$ cat src/rtl/seg7_scan_mux.sv
// Four-digit multiplexed 7-segment driver with per-slot blanking, leading-zero
// suppression and a 1-deep pending buffer that only reaches the display at frame boundaries.
module seg7_scan_mux #(
  parameter logic [15:0] SCAN_DIV     = 16'd10_000,
  parameter logic [15:0] BLANK_CYCLES = 16'd16
) (
  input  logic        clk,
  input  logic        reset,
  input  logic [15:0] digits_in,
  input  logic [3:0]  dp_in,
  input  logic        load_valid,
  output logic        load_ready,
  input  logic        lz_blank_en,
  output logic [6:0]  seg_out,
  output logic        dp_out,
  output logic [3:0]  digit_sel,
  output logic        frame_done
);

  typedef enum logic {BLANK, SHOW} state_t;

  state_t      state_reg, state_next;
  logic [15:0] slot_cnt_reg, slot_cnt_next;
  logic [1:0]  idx_reg, idx_next;
  logic [15:0] disp_reg;
  logic [3:0]  dp_reg;
  logic [15:0] pend_digits_reg;
  logic [3:0]  pend_dp_reg;
  logic        pend_full_reg;

  logic [6:0]  seg_reg, seg_next;
  logic        dp_out_reg, dp_next;
  logic [3:0]  sel_reg, sel_next;
  logic        frame_done_reg;

  logic        slot_end;
  logic        frame_end;
  logic        xfer;
  logic [3:0]  cur_nib;
  logic [3:0]  lz_mask;

  function automatic logic [6:0] seg_decode(input logic [3:0] nib);
    logic [6:0] seg;
    case (nib)
      4'd0:    seg = 7'h3F;
      4'd1:    seg = 7'h06;
      4'd2:    seg = 7'h5B;
      4'd3:    seg = 7'h4F;
      4'd4:    seg = 7'h66;
      4'd5:    seg = 7'h6D;
      4'd6:    seg = 7'h7D;
      4'd7:    seg = 7'h07;
      4'd8:    seg = 7'h7F;
      4'd9:    seg = 7'h6F;
      default: seg = 7'h40;
    endcase
    return seg;
  endfunction

  assign slot_end   = (slot_cnt_reg == SCAN_DIV - 16'd1);
  assign frame_end  = (state_reg == SHOW) && slot_end && (idx_reg == 2'd3);
  assign load_ready = !pend_full_reg && !reset;
  assign xfer       = load_valid && load_ready;

  // Digit k is suppressed when it and every digit above it are zero; digit0 always shows.
  genvar gi;
  generate
    for (gi = 0; gi < 4; gi++) begin : g_lz
      if (gi == 0) begin : g_first
        assign lz_mask[gi] = 1'b0;
      end else begin : g_upper
        assign lz_mask[gi] = lz_blank_en && (disp_reg[15:4*gi] == '0);
      end
    end
  endgenerate

  assign cur_nib = disp_reg[{idx_reg, 2'b00} +: 4];

  always_comb begin
    state_next    = state_reg;
    idx_next      = idx_reg;
    slot_cnt_next = slot_end ? 16'd0 : slot_cnt_reg + 16'd1;
    case (state_reg)
      BLANK: begin
        if (slot_cnt_reg == BLANK_CYCLES - 16'd1) state_next = SHOW;
      end
      SHOW: begin
        if (slot_end) begin
          state_next = BLANK;
          idx_next   = idx_reg + 2'd1;
        end
      end
      default: state_next = BLANK;
    endcase
  end

  always_comb begin
    seg_next = 7'h00;
    dp_next  = 1'b0;
    sel_next = 4'b0000;
    if (state_reg == SHOW) begin
      sel_next = 4'b0001 << idx_reg;
      seg_next = lz_mask[idx_reg] ? 7'h00 : seg_decode(cur_nib);
      dp_next  = dp_reg[idx_reg];
    end
  end

  always_ff @(posedge clk) begin
    if (reset) begin
      state_reg       <= BLANK;
      slot_cnt_reg    <= 16'd0;
      idx_reg         <= 2'd0;
      disp_reg        <= 16'd0;
      dp_reg          <= 4'd0;
      pend_digits_reg <= 16'd0;
      pend_dp_reg     <= 4'd0;
      pend_full_reg   <= 1'b0;
      seg_reg         <= 7'h00;
      dp_out_reg      <= 1'b0;
      sel_reg         <= 4'b0000;
      frame_done_reg  <= 1'b0;
    end else begin
      state_reg    <= state_next;
      slot_cnt_reg <= slot_cnt_next;
      idx_reg      <= idx_next;
      // A full buffer blocks transfers, so the two branches never compete.
      if (frame_end && pend_full_reg) begin
        disp_reg      <= pend_digits_reg;
        dp_reg        <= pend_dp_reg;
        pend_full_reg <= 1'b0;
      end else if (xfer) begin
        pend_digits_reg <= digits_in;
        pend_dp_reg     <= dp_in;
        pend_full_reg   <= 1'b1;
      end
      seg_reg        <= seg_next;
      dp_out_reg     <= dp_next;
      sel_reg        <= sel_next;
      frame_done_reg <= frame_end;
    end
  end

  assign seg_out    = seg_reg;
  assign dp_out     = dp_out_reg;
  assign digit_sel  = sel_reg;
  assign frame_done = frame_done_reg;

endmodule

$ cat config.mk
export PLATFORM = sky130hd
export DESIGN_NAME = seg7_scan_mux
export DESIGN_NICKNAME = d
export VERILOG_FILES = /design/src/rtl/seg7_scan_mux.sv
export SDC_FILE = /design/constraint.sdc
export NUM_CORES = 1
export LEC_CHECK = 0
export ABC_AREA = 1
export CAP_MARGIN = 10
export CORE_MARGIN = 3
export CORE_UTILIZATION = 56
export DETAILED_ROUTE_END_ITERATION = 6
export GPL_TIMING_DRIVEN = 0
export PLACE_DENSITY = 0.9
export SLEW_MARGIN = 15
export SYNTH_ARGS = -nofsm -noshare
export SYNTH_HDL_FRONTEND = slang
export SYNTH_SLANG_ARGS = --single-unit
$ cat constraint.sdc
create_clock -name clk -period 4.4 [get_ports clk]
set_input_delay 0.88 -clock clk [delete_from_list [all_inputs] [get_ports clk]]
set_output_delay 0.88 -clock clk [all_outputs]
set_load 0.02 [all_outputs]
# Word level (Yosys, flattened, before mapping)
# Memory sizes are Yosys's and may differ from the RTL's. A register that Yosys moved wholly into a read port is not among the register bits.
# Index checks and enable logic that the tools add are counted.
# totals
register_bits	66
romBits	112
inputBits	24
memories	1
# op_classes
add_sub_neg	2
magnitude_cmp	1
n_eq_ne	3
n_shift	2
n_mux	7
bitwise_logic	2
n_reduce_logical	19
# mem_list
name	depth	word_bits	read_ports	rd_clocked_by_memory_dff	wr	line_no	source
(no name shown)	16	7	1	1	0	44	case (nib)
# ops
op	count
adder 16 x 1 -> 16 bit, second input constant	1
== test 16 x 14 -> 1 bit, second input constant	1
== test 16 x 4 -> 1 bit, second input constant	1
indexed part select 16 x 5 -> 4 bit	1
zero test 12 bit	1
logical AND 1 bit	8
zero test 8 bit	1
OR reduction 2 bit	3
binary-select mux 1 bit (select 2 bit)	2
zero test 4 bit	1
two-way mux 1 bit	4
AND reduction 2 bit	2
left shift 1 x 2 -> 4 bit, first input constant	1
< comparator 2 x 3 -> 1 bit, second input constant	1
OR reduction 3 bit	1
adder 2 x 1 -> 2 bit, second input constant	1
== test 2 bit, second input constant	1
zero test 1 bit	2
NOT 1 bit	2
one-hot mux 1 bit (2 select lines)	1

# Longest topological paths before layout
# Gate-level depths: netlist of the first run.
# logic_depth
depth_word	6
mapped_depth	13
ltp_nobuf	11

# Least setup slack after synthesis of the first run
# Ideal clock, no wire load.
# synth_path
kind	in2out
from	input reset
to	output load_ready
arrival_time_ps	1563
path_slack_ps	1957
stages	3
path_cell_list	clkbuf_1 > clkbuf_1 > nor2_1
# synth_between
elab_chain_len	2
# synth_rtl
item	line_no	source
start, declared	8	input logic reset,
zero test 1 bit	62	assign load_ready = !pend_full_reg && !reset;
logical AND 1 bit	62	
end, declared	12	output logic load_ready,
# Every way passes these cells.

# Worst setup path after layout of the first run
# Same ends and word-level chain as after synthesis.

==> impl_metrics.yaml, run 1 <==
setup_path:
  max_stage_delay_ns: 0.55
  rrSetupSlack_ns: 2.49
  r2r_cells: 10
  cp_cell_sequence: "clkbuf_1, clkbuf_1, nor2_1, clkdlybuf4s50_1"
  crit_top_cell: "clkbuf_1"
  critPathMaxFanout: 10
  reg2reg_to: "seg_out[5]"
  cp.arrival_ns: 2.19
  cp.required_ns: 3.52
  cpMaxStageDelayCell: "clkdlybuf4s50_1"
  critPathCaptureType: "output port"
  r2r-start: "idx_reg[0]"
  crit_type: "input pin to output port"
  crit_path_start_kind: "input pin"
clocking:
  postCtsSetupBuffers: 0
  clk_pin_slew_ns: 0.07
  clockRootBuffer: "clkbuf_8"
  clkLatencyLatePin_ns: 0.34
  cts_resized: 0
  cts_tree: "built"
  clkSinkCount: 73
  cts_made_buffers: 9
  clockBufferDepth: 2
  postCtsHoldBufs: 0
  htreeDepth: 3
synthesis:
  synth-xor-area-share: 0.00818
  ys_types: 31
  syn_area_um2: 3210
  yosysTopAreaCell: "dfxtp_1"
  synth_top_family_by_area: "simple AND/OR/NAND/NOR gates"
  synth-main-ff-cell: "dfxtp_1"
  synth_nets: 473
  synth_common_cells: "nand2_1, nor2_1, dfxtp_1"
  synthesis.instances: 441
  seq_area_frac_synth: 0.455
  synthSimpleGateAreaFrac: 0.316
  synth-compound-area-share: 0.101
  synthArstFlopShare: 0
  synth_edf_count: 0
  ys_ff_latch: 73
  netlist.area_leader.share: 0.455
  ys.warnings.count: 0
  synth_area_leaders: "dfxtp_1, nand2_1, nor2_1"
  synthMostInstantiatedCell: "nand2_1"
  syn_avg_cell_area_um2: 7.28
  muxShareOfSynthArea: 0
  synthAdderAreaFrac: 0.0312
place:
  hpwlAfterDp_mm: 4.70
  pre_cts_slack_ns: 1.36
  port_buffers: 36
  place_inst: 547
  globalplace.congestion: 0.889
timing:
  setup_viol: 0
  period_needed_ns: 3.07
  skew_ns: 0.00900
  fmax_ghz: 0.326
  slew_headroom: 0.674
  worst-slew-pin-transition_ns: 0.490
  hold_viol: 0
  min_period_over_period: 0.697
  setup_ws_ns: 1.33
  rsz0062_at_grt: "false"
  maxSlewViolCount: 0
  setup_tns_ns: 0
power:
  power_per_cell_area_nw_per_um2: 348
  vdd_drop_max_v: 0.000225
  p_leak_uw: 0.00164
  total_power_uw: 1350
floorplanning:
  ios: 38
  die_w_um: 81.7
  core-area_um2: 5340
  start_util: 0.602
  rows: 26
  die-area_um2: 6680
  fp.dieH_um: 81.7
global_route:
  overflow: 0
  grt_max_degree: 13
  grt.total_usage: 0.214
  antenna_found_initial: 0
  grt_pass1_wl_mm: 11.2
  grt_pass1_vias: 2698
min_path:
  min-delay-path-class: "flop to flop"
  hold_start: "slot_cnt_reg[0]"
  hold-path-cell-count: 1
  worst_hold_path.endpoint: "slot_cnt_reg[0]"
cells_and_area:
  drive_gt1_frac: 0.0852
  syn_to_final_growth_pct: 21.1
  fin_nets: 520
  final_cells: 563
  num_antenna_cells: 0
drt:
  routed_wl_mm: 6.40
  dr.pass1.iters: 4
  viasPerCell: 5.03
  dr_total_vias: 2830
  drt-initial-drc-count: 149
  ant_nets: 0
  wl_per_cell_um: 11.4
  drc: 0
run_status:
  outcome: "complete, no violations"
job:
  max_cap_viol_count: 0
-- routing by layer --
layer  part of all wire  up-vias  GRT usage
li1                   -     1501          -
met1               0.46     1249      0.240
met2               0.48       71      0.381
met3              0.052        9     0.0581
met4             0.0083        0     0.0880
met5                  0        -          0
-- through the flow --
stage / util / instance area (um^2) / hold slack [ns]
3_3_place_gp: 0.686 / 3660 / 0.428
5_1_grt: 0.729 / 3890 / 0.495
3_5_place_dp: 0.686 / 3660 / 0.455
2_1_floorplan: - / 3210 / 0.418
4_1_cts: 0.729 / 3890 / 0.466
6_report: 0.729 / 3890 / 0.457
-- layout by cell type, fill, tap and decap left out, types with 2 or more instances in the layout --
master           Yosys  final
clkbuf_1             6      6
o31ai_1             20     20
clkbuf_8             0     11
o21a_1               2      2
ha_1                 8      8
or2_2                5      5
o21ai_0             13     13
inv_1               46     46
nand2_1             98     98
o21ai_1              3      3
nor2_1              76     76
buf_6                2      2
nand3b_1             2      2
nor3b_1              2      2
xor2_1               2      2
dfxtp_1             73     73
nand4_1              2      2
bufinv_16            0      2
nand3_1             34     34
clkdlybuf4s50_1      0     36
nand2_2              3      3
nor3_1               6      6
buf_1                4      4
clkinv_2             0      2
buf_2                6      6
inv_2                4      4
a21oi_1             16     16
-- logic make-up (layout without fill, tap and decap cells) --
kind of cell             after synthesis  in the layout
buffers and inverters                 69            121
XOR/XNOR                               3              3
flip-flops                            73             73
adder cells (fa/ha/maj)                8              8
AO/OA/AOI/OAI                         54             54
AND/OR/NAND/NOR                      234            234
-- report_power, final --
part	total (uW)	internal [uW]	leakage (uW)	switching, uW
clock network	591	348	0.000115	243
registers	683	677	0.000593	5.42
logic	81.0	36.5	0.000928	44.6
total	1350	1060	0.00164	293
-- cell type report --
type	instances	area, um^2
sequential	73	1460
inverter	50	188
timing repair buffer	36	360
clock inverter	5	77.6
clock buffer	11	151
multi-input combinational	299	1470
tap	70	87.6
fill	437	1450
buffer	19	97.6
-- worst max-delay path by stage --
stage | from | end
after global routing | reset | load_ready
after floorplan | reset | load_ready
after detailed placement | reset | load_ready
final | reset | load_ready
after CTS | reset | load_ready
after global placement | reset | load_ready
-- critical path: cells and delay by family --
family,cells,cell delay (ns)
AND/OR/NAND/NOR,1,0.07
buffers and inverters,3,1.23
No activity file was read; power rests on OpenSTA's default activity.
==> run 2, diff against run 1 <==
- CORE_UTILIZATION: 56 -> 50
- PLACE_DENSITY: 0.9 -> 0.85
- clock period: 4.4 -> 2.7 ns (I/O delays scaled with it)
==> run 2 against run 1 <==
- utilization decreased by 8.4 points
- worst setup slack worse by 1.1 ns
- clock-buffer cell count decreased by 1
- cell area increased by 0.51%
- first-iteration DRC count decreased by 46%
- worst hold slack gained 0.0046 ns
- clock skew barely moved
- largest cell class unchanged
- highest routed layer unchanged
==> impl_metrics.yaml, run 2 (synthesis results as in run 1) <==
timing:
  hold_slack_ns: 0.462
  rsz0062_at_grt: "false"
  setup_ws_ns: 0.259
  maxSlewViolCount: 0
  fmax_ghz: 0.410
  skew_ns: 0.00905
  setup_tns_ns: 0
  hold_viol: 0
  period_needed_ns: 2.44
  worst-slew-pin-transition_ns: 0.446
  slew_headroom: 0.703
  min_period_over_period: 0.904
  setup_viol: 0
job:
  max_cap_viol_count: 0
min_path:
  hold_start: "slot_cnt_reg[0]"
  hold-path-cell-count: 1
  worst_hold_path.endpoint: "slot_cnt_reg[0]"
  min-delay-path-class: "flop to flop"
run_status:
  outcome: "complete, no violations"
clocking:
  postCtsSetupBuffers: 0
  cts_made_buffers: 9
  cts_resized: 0
  cts_tree: "built"
  clk_pin_slew_ns: 0.07
  clockBufferDepth: 2
  clkSinkCount: 73
  htreeDepth: 3
  clkLatencyLatePin_ns: 0.35
  postCtsHoldBufs: 0
  clockRootBuffer: "clkbuf_8"
global_route:
  antenna_found_initial: 0
  grt_pass1_wl_mm: 11.2
  overflow: 0
  grt_max_degree: 14
  grt.total_usage: 0.187
  grt_pass1_vias: 2667
power:
  p_comb_frac: 0.058
  p_int_uw: 1780
  vdd_drop_max_v: 0.000468
  swShare: 0.217
  seq_power_share: 0.488
  p_leak_uw: 0.00164
  p_switching_uw: 495
  power_per_cell_area_nw_per_um2: 582
  pwr-share-clk: 0.454
drt:
  viasPerCell: 4.98
  wl_per_cell_um: 11.2
  dr_total_vias: 2826
  dr.pass1.iters: 4
  drt-initial-drc-count: 81
  ant_nets: 0
  drc: 0
  routed_wl_mm: 6.37
cells_and_area:
  utilization: 0.645
  syn_to_final_growth_pct: 21.7
  final_common_cell: "nand2_1"
  num_antenna_cells: 0
  multi_input_area_um2: 1470
  fin_nets: 520
  seqCellArea_um2: 1460
  layout_common_cells: "nand2_1, nor2_1, dfxtp_1"
  drive_gt1_frac: 0.0832
  fill_cells: 517
setup_path:
  rrSetupSlack_ns: 0.81
  cp.required_ns: 2.16
  crit_type: "flop to output port"
  cp_cell_sequence: "buf_1, clkbuf_1, nor2_1, clkdlybuf4s50_1"
  crit_path_start_kind: "flop"
  critPathCaptureType: "output port"
  cpMaxStageDelayCell: "clkdlybuf4s50_1"
  r2r-start: "idx_reg[0]"
  r2r_cells: 10
  critPathMaxFanout: 10
  max_stage_delay_ns: 0.55
  cp.arrival_ns: 1.90
  reg2reg_to: "seg_out[5]"
place:
  hpwlAfterDp_mm: 4.65
  globalplace.congestion: 0.927
  pre_cts_slack_ns: 0.337
  port_buffers: 36
floorplanning:
  core-area_um2: 6060
  die-area_um2: 7420
  rows: 28
  die_w_um: 86.1
  fp.dieH_um: 86.1
  ios: 38
  start_util: 0.530
run 2: cell count changes in the layout (fill, tap and decap cells not counted):
cell       delta
bufinv_16     +1
clkinv_4      +1
clkbuf_1      +1
clkbuf_8      -2
clkinv_2      -2
inv_6         +1
run 2: how the worst max path moves through the flow:
stage	slack (ns)	cells after the start	endpoint	from
final	0.26	4	load_ready	pend_full_reg
after global placement	0.33	4	load_ready	reset
after detailed placement	0.34	4	load_ready	reset
after floorplan	0.94	3	load_ready	reset
after global routing	0.08	4	load_ready	pend_full_reg
after CTS	0.25	4	load_ready	pend_full_reg
run 2: layout make-up:
type / count / share of cell area
multi-input cells: 299 / 0.375
inverters: 50 / 0.0480
clock buffers: 10 / 0.0327
well taps: 75 / 0.0240
repair buffers: 36 / 0.0922
clock inverters: 6 / 0.0294
plain buffers: 19 / 0.0250
flip-flops and latches: 73 / 0.374
run 2: power by group through the flow:
stage	combinational, uW	sequential (uW)	clock, uW
final	132	1110	1030
after global routing	147	1110	1090
after CTS	131	1110	1060
after detailed placement	129	1140	0
after global placement	127	1140	0
after floorplan	76.9	1140	0
run 2: worst max-delay path, delay by kind of cell (launching register included):
kind	cells	cell delay [ns]
buffers and inverters	3	1.16
flip-flops	1	0.31
AND/OR/NAND/NOR	1	0.09
run 2: per-stage QoR:
step,total power [uW],area (um^2),cells
after floorplan,1210,3210,441
after global placement,1260,3670,552
after detailed placement,1270,3670,552
after CTS,2300,3910,568
after global routing,2360,3910,568
final,2280,3910,568
run 2: per-layer routing:
metal  part of all wire  global-route usage
met1               0.47               0.216
met3              0.045              0.0509
met4              0.016              0.0849
met5                  0                   0
met2               0.47               0.322
